`config.mk`:
```
export PLATFORM = sky130hd
export DESIGN_NAME = if_fetch_stage
export DESIGN_NICKNAME = d
export VERILOG_FILES = /design/src/rtl/if_defs.sv /design/src/rtl/if_pc_next.sv /design/src/rtl/if_fetch_stage.sv
export SDC_FILE = /design/constraint.sdc
export NUM_CORES = 1
export LEC_CHECK = 0
export ABC_AREA = 1
export BUFFER_PORTS_ARGS = -buffer_cell sky130_fd_sc_hd__buf_2
export CAP_MARGIN = 0
export CORE_MARGIN = 5
export CORE_UTILIZATION = 48
export DETAILED_ROUTE_END_ITERATION = 10
export GPL_TIMING_DRIVEN = 1
export PLACE_DENSITY = 0.89
export REMOVE_ABC_BUFFERS = 1
export SLEW_MARGIN = 25
export SYNTH_ARGS = -nofsm -noshare
export SYNTH_HDL_FRONTEND = slang
export SYNTH_SLANG_ARGS = --single-unit
```
`constraint.sdc`:
```
create_clock -name clk -period 2.3 [get_ports clk]
set_input_delay 0.115 -clock clk [delete_from_list [all_inputs] [get_ports clk]]
set_output_delay 0.115 -clock clk [all_outputs]
set_load 0.005 [all_outputs]
```
`src/rtl/if_defs.sv`:
```
// Shared definitions for the instruction-fetch stage.
// Holds the FSM state encoding, the internal fetch-action code passed from
// the next-PC decoder to the top level, and the default parameter values.
package if_defs;

  typedef enum logic [1:0] {
    ST_BOOT  = 2'd0,
    ST_RUN   = 2'd1,
    ST_FAULT = 2'd2
  } if_state_e;

  // What the stage does on the coming edge.
  typedef enum logic [1:0] {
    ACT_HOLD     = 2'd0,  // pc and IF/ID keep their values
    ACT_REDIRECT = 2'd1,  // load redirect target, bubble IF/ID
    ACT_FAULT    = 2'd2,  // enter FAULT, capture fault address
    ACT_FETCH    = 2'd3   // capture ROM word, pc += 4
  } if_act_e;

  localparam logic [31:0] RESET_PC_DEF = 32'h0000_0000;
  localparam logic [31:0] NOP_INST_DEF = 32'h0000_0000;  // sll $0,$0,0
  localparam int          ROM_AW_DEF   = 10;

endpackage

```
`src/rtl/if_pc_next.sv`:
```
// Next-PC select and fault decode for the fetch stage.
// Ports:
//   state_i          current fetch FSM state
//   pc_i             current PC (byte address)
//   stall_i          hazard hold request
//   redirect_valid_i branch/jump taken
//   redirect_pc_i    redirect target (byte address)
//   act_o            action the top level applies on the next edge
//   pc_next_o        PC value to load
//   fault_addr_o     address to record when act_o is ACT_FAULT
module if_pc_next
  import if_defs::*;
#(
  parameter int ROM_AW = ROM_AW_DEF
) (
  input  if_state_e   state_i,
  input  logic [31:0] pc_i,
  input  logic        stall_i,
  input  logic        redirect_valid_i,
  input  logic [31:0] redirect_pc_i,
  output if_act_e     act_o,
  output logic [31:0] pc_next_o,
  output logic [31:0] fault_addr_o
);

  logic misaligned;
  logic out_of_range;

  assign misaligned = (redirect_pc_i[1:0] != 2'b00);
  // Any address bit above the ROM word window means the PC walked off the ROM.
  assign out_of_range = ((pc_i >> (ROM_AW + 2)) != 32'd0);

  always_comb begin
    act_o        = ACT_HOLD;
    pc_next_o    = pc_i;
    fault_addr_o = pc_i;
    unique case (state_i)
      ST_BOOT, ST_RUN: begin
        // Redirect outranks stall; BOOT honours redirects but never fetches.
        if (redirect_valid_i) begin
          if (misaligned) begin
            act_o        = ACT_FAULT;
            fault_addr_o = redirect_pc_i;
          end else begin
            act_o     = ACT_REDIRECT;
            pc_next_o = redirect_pc_i;
          end
        end else if (state_i == ST_BOOT || stall_i) begin
          act_o = ACT_HOLD;
        end else if (out_of_range) begin
          act_o = ACT_FAULT;
        end else begin
          act_o     = ACT_FETCH;
          pc_next_o = pc_i + 32'd4;
        end
      end
      default: begin
        act_o = ACT_HOLD;
      end
    endcase
  end

endmodule

```
`src/rtl/if_fetch_stage.sv`:
```
// Instruction-fetch stage in front of the ROM_D instruction memory.
// Owns the PC, drives the ROM word address, and captures the returned word
// into the IF/ID pipeline register. Handles stall, redirect and fetch faults.
// Ports:
//   clk, rst          clock, synchronous active-high reset
//   stall             hold PC and IF/ID
//   redirect_valid/pc branch/jump target (priority over stall)
//   rom_a / rom_spo   ROM word address out / read data in (zero latency)
//   if_id_*           IF/ID register: instruction, its PC, PC+4, valid
//   fetch_fault       sticky fault flag (set while in FAULT)
//   fault_pc          offending address
//   fetch_count       instructions delivered to IF/ID (wraps)
//
// state | meaning
// BOOT  | first cycle after reset, no fetch, redirect honoured
// RUN   | normal fetch
// FAULT | terminal until reset, IF/ID held as bubble
module if_fetch_stage
  import if_defs::*;
#(
  parameter logic [31:0] RESET_PC = RESET_PC_DEF,
  parameter int          ROM_AW   = ROM_AW_DEF,
  parameter logic [31:0] NOP_INST = NOP_INST_DEF
) (
  input  logic              clk,
  input  logic              rst,
  input  logic              stall,
  input  logic              redirect_valid,
  input  logic [31:0]       redirect_pc,
  output logic [ROM_AW-1:0] rom_a,
  input  logic [31:0]       rom_spo,
  output logic [31:0]       if_id_inst,
  output logic [31:0]       if_id_pc,
  output logic [31:0]       if_id_pc4,
  output logic              if_id_valid,
  output logic              fetch_fault,
  output logic [31:0]       fault_pc,
  output logic [31:0]       fetch_count
);

  if_state_e   state_q, state_d;
  logic [31:0] pc_q, pc_d;
  logic [31:0] inst_q, inst_d;
  logic [31:0] ifpc_q, ifpc_d;
  logic [31:0] ifpc4_q, ifpc4_d;
  logic        valid_q, valid_d;
  logic [31:0] fault_pc_q, fault_pc_d;
  logic [31:0] count_q, count_d;

  if_act_e     act;
  logic [31:0] pc_next;
  logic [31:0] fault_addr;

  if_pc_next #(
    .ROM_AW (ROM_AW)
  ) u_pc_next (
    .state_i          (state_q),
    .pc_i             (pc_q),
    .stall_i          (stall),
    .redirect_valid_i (redirect_valid),
    .redirect_pc_i    (redirect_pc),
    .act_o            (act),
    .pc_next_o        (pc_next),
    .fault_addr_o     (fault_addr)
  );

  always_ff @(posedge clk) begin
    if (rst) begin
      state_q    <= ST_BOOT;
      pc_q       <= RESET_PC;
      inst_q     <= NOP_INST;
      ifpc_q     <= 32'd0;
      ifpc4_q    <= 32'd0;
      valid_q    <= 1'b0;
      fault_pc_q <= 32'd0;
      count_q    <= 32'd0;
    end else begin
      state_q    <= state_d;
      pc_q       <= pc_d;
      inst_q     <= inst_d;
      ifpc_q     <= ifpc_d;
      ifpc4_q    <= ifpc4_d;
      valid_q    <= valid_d;
      fault_pc_q <= fault_pc_d;
      count_q    <= count_d;
    end
  end

  always_comb begin
    state_d    = state_q;
    pc_d       = pc_q;
    inst_d     = inst_q;
    ifpc_d     = ifpc_q;
    ifpc4_d    = ifpc4_q;
    valid_d    = valid_q;
    fault_pc_d = fault_pc_q;
    count_d    = count_q;

    unique case (act)
      ACT_FAULT: begin
        state_d    = ST_FAULT;
        fault_pc_d = fault_addr;
        inst_d     = NOP_INST;
        valid_d    = 1'b0;
      end
      ACT_REDIRECT: begin
        pc_d    = pc_next;
        inst_d  = NOP_INST;
        valid_d = 1'b0;
      end
      ACT_FETCH: begin
        pc_d    = pc_next;
        inst_d  = rom_spo;
        ifpc_d  = pc_q;
        ifpc4_d = pc_q + 32'd4;
        valid_d = 1'b1;
        count_d = count_q + 32'd1;
      end
      default: begin
        // Hold; FAULT keeps re-asserting the bubble.
        if (state_q == ST_FAULT) begin
          inst_d  = NOP_INST;
          valid_d = 1'b0;
        end
      end
    endcase

    // BOOT lasts exactly one cycle unless a bad redirect faults it.
    if (state_q == ST_BOOT && act != ACT_FAULT) begin
      state_d = ST_RUN;
    end
  end

  assign rom_a       = pc_q[ROM_AW+1:2];
  assign if_id_inst  = inst_q;
  assign if_id_pc    = ifpc_q;
  assign if_id_pc4   = ifpc4_q;
  assign if_id_valid = valid_q;
  assign fetch_fault = (state_q == ST_FAULT);
  assign fault_pc    = fault_pc_q;
  assign fetch_count = count_q;

endmodule

```
# Word-level counts from Yosys, hierarchy flattened
# Cells that the tools add are included.
# W data, S select, Z words.
# word_totals
register_bits	195
latch_bits	0
ramBits	0
mem_bits_ro	0
input_bits	68
n_memories	0
# op_classes
addsub	2
n_mul	0
div_mod_pow	0
order_cmp	0
n_eq_ne	9
shift	0
muxes	18
bitwise_logic	0
n_reduce_logical	12
# op_table
operator	n
$mux W32	8
$pmux W32 S2	1
$add A32 B1 Y32 const B	1
$add A32 B3 Y32 const B	1
$reduce_bool A32 Y1	1
$mux W2	4
$ne A2 B2 Y1 const B	4
$reduce_or A2 Y1	4
$eq A2 B2 Y1 const B	3
$reduce_and A5 Y1	1
$eq A2 B1 Y1 const B	2
$mux W1	4
$reduce_bool A2 Y1	2
$reduce_bool A3 Y1	1
$logic_not A2 Y1	1
$pmux W1 S2	1
$logic_and A1 B1 Y1	1
$logic_or A1 B1 Y1	1

# Depth between registers and ports, before layout
# Gate-level depths: netlist (run 1).
# depth
ltp_word	8
depth_mapped	21

# Cells and area by module
# A second synthesis (run 1) with hierarchy kept.
# hier_totals
cells_unflattened	1519
area_unflattened_um2	9865.7
# modules_own_cells
mod	n_inst	cells_each	area_per_inst_um2	seq_area_each_um2
if_fetch_stage	1	1181	8309.2	3863.7
if_pc_next	1	338	1556.5	0.0

# Worst setup path after synthesis (run 1)
# OpenSTA, ideal clock, no wires.
# synth_timing
kind	register to register
start	register pc_q[13]
end	register count_q[18] (netlist: fetch_count[18])
setup_time_ps	113
arrival_ps	2281
setup_slack_ps	-94
path_stages_with_launch	22
path_buffers	4
synth_period_minus_slack_ps	2394
cell_sequence	dfxtp_1 > buf_2 > nor2_2 > nand2_1 > nor2_1 > nand3_2 > nand2_4 > nand3_4 > buf_6 > buf_6 > inv_1 > ha_1 > buf_4 > nand3_2 > nor2_2 > nand2_1 > nor2_2 > inv_1 > nor3_2 > nand2_1 > nand2_1 > nor2_1
# synth_via
elab_chain_cells	6
# synth_rtl
item	line_no	source
from (decl)	if_fetch_stage.sv:42	logic [31:0] pc_q, pc_d;
from (signal assigned)	if_fetch_stage.sv:79	pc_q <= pc_d;
$reduce_bool A32 Y1	if_pc_next.sv:31	assign out_of_range = ((pc_i >> (ROM_AW + 2)) != 32'd0);
$mux W1	if_pc_next.sv:50	end else if (out_of_range) begin
$mux W2	if_pc_next.sv:48	end else if (state_i == ST_BOOT || stall_i) begin
$mux W2	if_pc_next.sv:40	if (redirect_valid_i) begin
$mux W2	if_pc_next.sv:37	unique case (state_i)
$eq A2 B2 Y1	if_fetch_stage.sv:99	unique case (act)
to (signal assigned)	if_fetch_stage.sv:85	count_q <= count_d;
to (decl)	if_fetch_stage.sv:48	logic [31:0] count_q, count_d;
# Every way passes these cells.
# A chain may end at the register's enable or synchronous reset.

# Final worst setup path (run 1)
# layout_timing
start	register pc_q[28]
end	register count_q[16] (netlist: fetch_count[16])
# Same word-level chain as after synthesis.

==> impl_results.md, run 1 <==
- Placer Congestion: about 0.95
- Max Freq: around 450 MHz
- Startpoint Class: flop
- Critical Path Sink Type: flop
- Lkg Pwr: between 5 and 6 nW
- Post-synthesis cell count: roughly 1,300
- Met3 usage: 0.0580
- GR peak layer: met2
- Synth Flop Type: dfxtp_1
- Final net count: 1,698
- GR Util met1: 0.331
- Worst slew margin: 0.453
- Cell Area, Synth: 0.00903 mm2
- CTS sink cnt: 193
- Detailed placer's ending HPWL: 20,300 um
- Worst-path clk slew: roughly 80 ps
- First-pass GRT wire length: ~47,000 um
- Flop pwr share: 0.457
- Status: complete, no violations
- Largest net degree at the start of global routing: roughly 120
- Clk buf depth: 2
- Initial drt markers: 802
- Final clock period utilization by the worst path: 0.962
- Internal power: 0.00558 W
- HP Class: in2reg
- Grt met2 use: 0.444
- Die width: 147 um
- Residual DRC: 0
- Clock latency on the worst-skew pair: 440 ps
- Share of the synthesized area in the top cell type: 0.428
- Synth area leader: dfxtp_1
- Gr ovfl total: 0
- Port Buffers: 239
- Slew @ Worst Pin: slightly above 800 ps
- Core region area: 0.0186 mm2
- Setup Skew: 8.78 ps
- Peak VDD IR: 571 uV
- RSZ-0062 raised after global routing: yes
- Power density over the cells: 677 mW/mm2
- Sw Share: 0.307
- Fillcell total: 1,558
- Clock Root Buffer: clkbuf_16
- Layout Cells excl Fill: 1,875
- Inserted Clock Buffers: 17
- # H-tree levels: 4
- First drt pass iteration count: 6
- Comb pwr share: 0.190
- Via count: 9,901
- Post-route ant nets: 0
- Post-synth ARST share: 0
- Die Ht: 147 um
- Final setup viols: 0
- Routed wire length per instance: 16.1 um
- Layout area overhead: 31.8%
- Synth top area cells: dfxtp_1 (43%), nand2_1 (13%), nor2_1 (9.6%), inv_1 (5.8%), nand3_1 (5.2%)
- Initial antenna violation count: 0
- Cell with the most instances after synthesis: nand2_1
- Syn avg cell area: approximately 6.8 um2
- Distinct cells, synth: 36
- Fin. max-slew vios: 0
- I/O Pins: between 200 and 250
- Rows: 50
- GRT Util Overall: 0.265
- Share of layout cells above drive strength 1: 0.240
- Initial core utilization: 0.486
- Die area: 0.0216 mm2
- Most frequent cells after synthesis: nand2_1 (313), nor2_1 (231), dfxtp_1 (193)
- Max cap viols: 0
- Arr. time, crit path: 2550 ps
- CP Data Required Time: 2630 ps
- Clock tree from TritonCTS: built
- CP Max Fanout: 4
- Clock network fraction of total power: 0.353
- NetSw: 0.00247 W
- Critical path class: reg2reg
- Ys Warns: 0
- Seq cells post-synth: 193
- Vias per Instance: 5.28
- Hold Fails Final Rpt: 0
- Minimum clock period: 2210 ps
- Final wirelength: 30,200 um
- Sequential share of the synthesized area: 0.428
- WHS: 7.25 ps
- Number of global-route vias before repair: ~9,400
- Number of flops mapped to enable cells by yosys: 0
- Cells after DPL: 1,779
-- power by group through the flow --
stage	registers, W	clock network (W)	logic [W]
floorplan	0.00378	0	0.000677
global placement	0.00374	0	0.00135
detailed placement	0.00375	0	0.00138
CTS	0.00367	0.00287	0.00147
global route	0.00370	0.00304	0.00168
finish	0.00368	0.00284	0.00153
-- state kept, by name (all words and copies together) (netlist names) --
| signal | flops |
|---|---|
| fetch_count | 32 |
| state_q | 2 |
| fault_pc | 32 |
| if_id_pc4 | 30 |
| if_id_pc | 32 |
| pc_q | 32 |
| if_id_inst | 32 |
| if_id_valid | 1 |
-- worst paths after layout --
path,slack (ps),cells past startpoint,end,from
min,7,3,fault_pc[5]$_SDFFE_PP0P_,redirect_pc[5]
min reg2reg,460,2,if_id_inst[8]$_SDFFE_PP0P_,if_id_inst[8]$_SDFFE_PP0P_
max reg2reg,90,16,fetch_count[16]$_SDFFE_PP0N_,pc_q[28]$_SDFFE_PP0P_
max,90,16,fetch_count[16]$_SDFFE_PP0N_,pc_q[28]$_SDFFE_PP0P_
-- layout by cell type (no fill, tap or decap), drive strengths merged --
cell type    synthesis  routed
nand3               98      98
a311oi               1       1
diode                0       2
a21boi               2       2
inv                143     150
a21oi               85      85
clkbuf              40      18
a31oi                2       2
nand3b               2       2
nor3                14      14
o21a                 3       3
nor2               256     256
o211ai               9       9
nand4               22      22
clkinvlp             0       2
dlygate4sd3          0      58
and3                 1       1
buf                 38     292
ha                   4       4
o21ai               62      62
o31ai               30      30
o21bai               1       1
clkinv               1       7
dfxtp              193     193
nand2              316     316
mux2i                1       1
xnor2                1       1
xor2                 9       9
-- timing repair --
item                                   in CTS  in global routing
resized for setup                           0                 36
endpoints found under the hold margin      58                  0
setup endpoints to repair                   0                 71
hold buffers                               58                  0
setup buffers                               0                  3
-- critical path: stages, from the launching register on --
cell	delay, ps
dfxtp_1	310
inv_1	70
nand2_1	70
nor2_2	170
nand3_2	150
nand2_4	110
nand3_4	70
inv_2	80
ha_4	190
nand3_4	90
nor2_4	140
nand2_2	70
buf_4	140
inv_1	60
nand3_2	80
nor3_2	230
a21oi_2	70
-- metrics by stage --
stage | setup TNS (ps) | instance area [um2] | utilization | worst slack (ps) | power [W]
6_report | 0 | 11900 | 0.640 | 86.3 | 0.00805
5_1_grt | -728 | 11900 | 0.640 | -117 | 0.00842
4_1_cts | 0 | 11700 | 0.630 | 13.4 | 0.00801
3_5_place_dp | 0 | 10600 | 0.569 | 26.2 | 0.00513
3_3_place_gp | 0 | 10600 | 0.569 | 147 | 0.00509
2_1_floorplan | -345490 | 8640 | - | -3000 | 0.00446
-- cell families after synthesis --
kind of cell,share of synthesized area
adder cells (fa/ha/maj),0.00554
AND/OR/NAND/NOR,0.331
AO/OA/AOI/OAI,0.121
multiplexers,0.00111
buffers and inverters,0.103
flip-flops,0.428
XOR/XNOR,0.00970
-- layout make-up --
cell class | count | area, um2 | share of cell area
Multi-Input combinational cell | 919 | 4350 | 0.366
Inverter | 144 | 542 | 0.0456
Clock buffer | 17 | 425 | 0.0358
Sequential cell | 193 | 3870 | 0.325
Timing Repair Buffer | 351 | 2280 | 0.192
Tap cell | 234 | 293 | 0.0246
Clock inverter | 15 | 128 | 0.0107
Antenna cell | 2 | 5.00 | 0.000421
-- routing by layer --
layer	part of all wire	up-vias	routed length, um
met2	0.46	530	14000
met3	0.10	74	3020
met1	0.40	4473	12100
li1	-	4824	-
met5	0	-	0
met4	0.035	0	1070
Note: power is estimated with default switching activity, not from simulation.
==> run 2: changes to the inputs <==
- clock period: 2.3 -> 1.8 ns (I/O delays scaled with it)
==> impl_results.md, run 2 (synthesis results as in run 1) <==
- Fillcell total: 1,278
- CP Max Fanout: 13
- Post-layout util: 0.724
- Max Freq: 455 MHz
- Post-route ant nets: 0
- Most frequent cells in the layout: nand2_1 (276), buf_2 (239), nor2_1 (215)
- R2r startpoint: pc_q[26]$_SDFFE_PP0P_
- Final setup viols: ~160
- Finished Cell Area: 0.0135 mm2
- Residual DRC: 0
- I/O Pins: between 200 and 250
- Number of global-route vias before repair: 9,503
- First drt pass iteration count: 7
- Largest net degree at the start of global routing: 70
- Initial antenna violation count: 0
- Leading cell type in the layout, fill and taps excluded: nand2_1
- Layout area overhead: 49.1%
- Vias per Instance: 5.56
- Clock tree from TritonCTS: built
- HP Class: in2reg
- Share of layout cells above drive strength 1: 0.326
- Power density over the cells: 832 mW/mm2
- Final clock period utilization by the worst path: 1.22
- Initial drt markers: 1,226
- Startpoint Class: flop
- Inserted Clock Buffers: 17
- Placed Area: around 0.011 mm2
- Final wirelength: 35,800 um
- Max cap viols: 0
- Hold Fails Final Rpt: 0
- Clock Root Buffer: clkbuf_16
- Core region area: ~0.019 mm2
- Critical path class: reg2reg
- Clock latency on the worst-skew pair: 440 ps
- Slew @ Worst Pin: 470 ps
- Crit path setup slack, layout: -398 ps
- # H-tree levels: 4
- Failing checks: setup timing
- Clk buf depth: 2
- Hold Startpoint: redirect_pc[0]
- Via count: 10,900
- Setup Skew: 8.58 ps
- Minimum clock period: about 2200 ps
- Rows: 50
- Critical Path Start: pc_q[26]$_SDFFE_PP0P_
- First-pass GRT wire length: approximately 47,000 um
- Fin. max-slew vios: 0
- RSZ-0062 raised after global routing: yes
- Lkg Pwr: 6.62 nW
- Placer Congestion: 0.942
- Routed wire length per instance: 18.3 um
- Critical Path Sink Type: flop
- Initial core utilization: 0.486
- Status: finished, violations left
- CTS sink cnt: 193
- Worst slew margin: 0.684
- Gr ovfl total: 0
- Arr. time, crit path: 2560 ps
- Worst-path clk slew: about 70 ps
- Antenna cells: 0
- Die width: 147 um
- Peak VDD IR: 729 uV
- CP Data Required Time: approximately 2200 ps
- GRT Util Overall: 0.265
- Die area: around 0.022 mm2
- Final net count: 1,779
- Port Buffers: roughly 240
- Die Ht: 147 um
- Detailed placer's ending HPWL: 20,600 um
## run 2: cell types whose count changed in the layout (fill, tap and decap cells not counted), moves of 10 or more
cell,delta
buf_6,+16
a21oi_2,+13
o21ai_0,-13
buf_4,+33
nand2_2,+22
a21oi_1,-13
nand3_2,+14
nand3_1,-18
nand2_1,-34
buf_12,+10
clkbuf_16,+13
nand2_4,+12
## run 2: power by group
group,total (W),internal [W],switching [W]
clock,0.00376,0.00204,0.00173
sequential,0.00472,0.00454,0.000179
combinational,0.00272,0.00120,0.00152
total,0.0112,0.00777,0.00342
## run 2: repair_timing
item | CTS | global route
hold buffers | 63 | 0
endpoints found under the hold margin | 71 | 0
endpoints found under the setup margin | 159 | 191
gates resized for setup | 40 | 162
pin swaps | 16 | 28
cloned | 0 | 21
setup buffers | 6 | 20
## run 2: path summary, 6_finish.rpt
path	endpoint	cells past startpoint	slack (ps)
worst max register to register	if_id_pc[9]$_SDFFE_PP0N_	14	-400
worst max-delay path	if_id_pc[9]$_SDFFE_PP0N_	14	-400
worst min-delay path	fault_pc[0]$_SDFFE_PP0P_	3	30
worst min register to register	if_id_inst[8]$_SDFFE_PP0P_	2	460
## run 2: through the flow
step / total power (W) / setup TNS, ps / instances / worst slack [ps] / hold slack, ps
floorplan: 0.00569 / -435610 / 1256 / -3500 / 159
global route: 0.0116 / -48460 / 1954 / -492 / 40.0
CTS: 0.0105 / -23950 / 1913 / -296 / 6.81
global placement: 0.00659 / -25200 / 1812 / -324 / 344
finish: 0.0112 / -35180 / 1954 / -398 / 26.1
detailed placement: 0.00664 / -33220 / 1812 / -388 / 350
## run 2: layout make-up
cell class,count,area (um2),area share
timing repair buffer,432,3360,0.249
multi-input combinational,919,4800,0.357
tap,234,293,0.0218
sequential,193,3870,0.288
clock buffer,22,474,0.0352
clock inverter,10,104,0.00772
inverter,144,558,0.0415
## run 2: critical path, cell delays in order, from the launching register on
cell and delay (ps):
dfxtp_2 330, nor2_1 90, nand2_1 70, nor2_1 130, nand3_2 130, nand2_4 90, nand3_4 60, inv_2 70
ha_4 210, buf_4 150, buf_12 160, buf_4 140, clkbuf_16 160, o21ai_0 130, a21oi_1 180
## run 2: routing by layer
layer | vias up | GRT usage | routed length [um]
li1 | 4997 | - | -
met1 | 4962 | 0.329 | 13200
met2 | 750 | 0.443 | 17100
met3 | 150 | 0.0583 | 3940
met4 | 3 | 0.115 | 1560
met5 | - | 0 | 36
==> run 3: changes to the inputs <==
- PLACE_DENSITY: 0.89 -> 0.77
==> impl_results.md, run 3 (synthesis results as in run 1) <==
- Status: finished, violations left
- Failing checks: setup timing
- Critical Path Sink Type: flop
- Cells after DPL: around 1,800
- Power density over the cells: 826 mW/mm2
- Fillcell total: 1,224
- Post-route ant nets: 0
- Detailed placer's ending HPWL: 19,700 um
- Share of layout cells above drive strength 1: 0.370
- Clock Root Buffer: clkbuf_16
- Reg2Reg Depth: 17
- Max Freq: about 480 MHz
- CP Max Fanout: 6
- CP Data Required Time: 2150 ps
- I/O Pins: 240
- Residual DRC: 0
- Initial drt markers: 1,170
- First-pass GRT wire length: 51,700 um
- Final wirelength: 37,300 um
- Die area: 0.0216 mm2
- Arr. time, crit path: 2450 ps
- Clk buf depth: 2
- Fin. max-slew vios: 0
- GR peak layer: met2
- Vias per Instance: between 5 and 6
- GR Util met1: 0.360
- Sw Share: 0.311
- Startpoint Class: flop
- Largest net degree at the start of global routing: 71
- First drt pass iteration count: 6
- Comb pwr share: 0.240
- CTS sink cnt: between 150 and 200
- Crit path setup slack, layout: -303 ps
- NetSw: 0.00360 W
- Setup TNS: -31,810 ps
- Antenna cells: 0
- Slew @ Worst Pin: 546 ps
- Die width: between 100 and 150 um
- Core region area: between 0.015 and 0.02 mm2
- Clock network fraction of total power: 0.350
- RSZ-0062 raised after global routing: yes
- Layout Cells excl Fill: 1,951
- Grt met2 use: 0.488
- Port Buffers: 239
- Hold Path Stages: 3
- Gr ovfl total: 0
- Placer Congestion: 0.938
- Hold Fails Final Rpt: 0
- Critical path class: reg2reg
- GRT Util Overall: 0.292
- Final net count: 1,776
- Routed wire length per instance: 19.1 um
- Worst slew margin: 0.633
- Flop pwr share: 0.410
- Lkg Pwr: 6.64 nW
- Inserted Clock Buffers: 17
- Max cap viols: 0
- Final clock period utilization by the worst path: 1.17
- HP Class: in2reg
- R2r startpoint: pc_q[28]$_SDFFE_PP0P_
- Via count: 10,900
- Met3 usage: 0.0734
- Minimum clock period: about 2100 ps
- Leading cell type in the layout, fill and taps excluded: nand2_1
- Reg-to-Reg End: fetch_count[18]$_SDFFE_PP0N_
- Sequential cell area: 0.00387 mm2
- Multi-input gate area: 0.00526 mm2
- Peak VDD IR: slightly above 700 uV
- Die Ht: roughly 150 um
- Initial core utilization: 0.486
- Internal power: 0.00800 W
- Clock latency on the worst-skew pair: around 450 ps
- Critical Path End: fetch_count[18]$_SDFFE_PP0N_
- Most frequent cells in the layout: nand2_1 (300), buf_2 (239), nor2_1 (200)
- Critical Path Start: pc_q[28]$_SDFFE_PP0P_
- Worst-path clk slew: 70 ps
- # H-tree levels: 4
- Setup Skew: 14.4 ps
- Layout area overhead: 55.6%
- Rows: 50
- Initial antenna violation count: 1
- Clock tree from TritonCTS: built
- FF-to-FF setup slack: -300 ps
- Number of global-route vias before repair: 10,100
- Final setup viols: 156
-- run 3: final cells by class --
type / count / share of cell area
Clock buffer: 19 / 0.0315
Inverter: 144 / 0.0392
Sequential cell: 193 / 0.276
Clock inverter: 13 / 0.0124
Multi-Input combinational cell: 919 / 0.374
Timing Repair Buffer: 429 / 0.246
Tap cell: 234 / 0.0208
-- run 3: per-stage QoR --
stage	total power [W]	area, um2	worst slack, ps	util	hold WS (ps)
after floorplan	0.00569	8640	-3500	-	159
after global placement	0.00660	10800	-349	0.583	343
after detailed placement	0.00662	10800	-383	0.583	347
after CTS	0.0110	12900	-254	0.696	8.96
after global routing	0.0120	14000	-433	0.756	34.9
final	0.0116	14000	-303	0.756	29.4
-- run 3: worst min path at each step --
stage | startpoint | endpoint | slack [ps]
after floorplan | rst | if_id_inst[0]$_SDFFE_PP0P_ | 160
after global routing | redirect_pc[0] | fault_pc[0]$_SDFFE_PP0P_ | 30
final | redirect_pc[1] | fault_pc[1]$_SDFFE_PP0P_ | 30
after CTS | redirect_pc[1] | fault_pc[1]$_SDFFE_PP0P_ | 9
after detailed placement | rom_spo[9] | if_id_inst[9]$_SDFFE_PP0P_ | 350
after global placement | rom_spo[13] | if_id_inst[13]$_SDFFE_PP0P_ | 340
-- run 3: power by group through the flow --
| stage | Combinational (W) | Sequential, W | Clock (W) |
|---|---|---|---|
| after detailed placement | 0.00184 | 0.00478 | 0 |
| after floorplan | 0.000864 | 0.00483 | 0 |
| after CTS | 0.00225 | 0.00469 | 0.00406 |
| after global placement | 0.00183 | 0.00477 | 0 |
| final | 0.00278 | 0.00476 | 0.00406 |
| after global routing | 0.00296 | 0.00477 | 0.00424 |
-- run 3: critical path: stages, from the launching register on --
cell     delay, ps
dfxtp_2        340
inv_2           60
nand2_1         70
nor2_2         160
nand3_2        120
nand2_4        100
nand3_4         60
inv_2           60
ha_4           190
nand3_4         90
nor2_4         150
nand2_2        100
nor2_4         110
inv_1           60
nor3_2         140
nand2_1         80
nand2_1         70
nor2_1          40
-- run 3: routing by layer --
| metal | routed length, um | vias to the layer above | share of wire |
|---|---|---|---|
| li1 | - | 4997 | - |
| met1 | 13500 | 5005 | 0.36 |
| met2 | 17400 | 742 | 0.47 |
| met3 | 4410 | 191 | 0.12 |
| met4 | 1970 | 2 | 0.053 |
| met5 | 13 | - | 0.00035 |
-- run 3: timing repair --
action / in CTS / in global routing
endpoints found under the hold margin: 68 / 0
cloned: 14 / 10
hold buffers: 62 / 0
pin swaps: 24 / 67
buffers inserted: 22 / 11
gates resized for setup: 96 / 261
endpoints found under the setup margin: 157 / 172
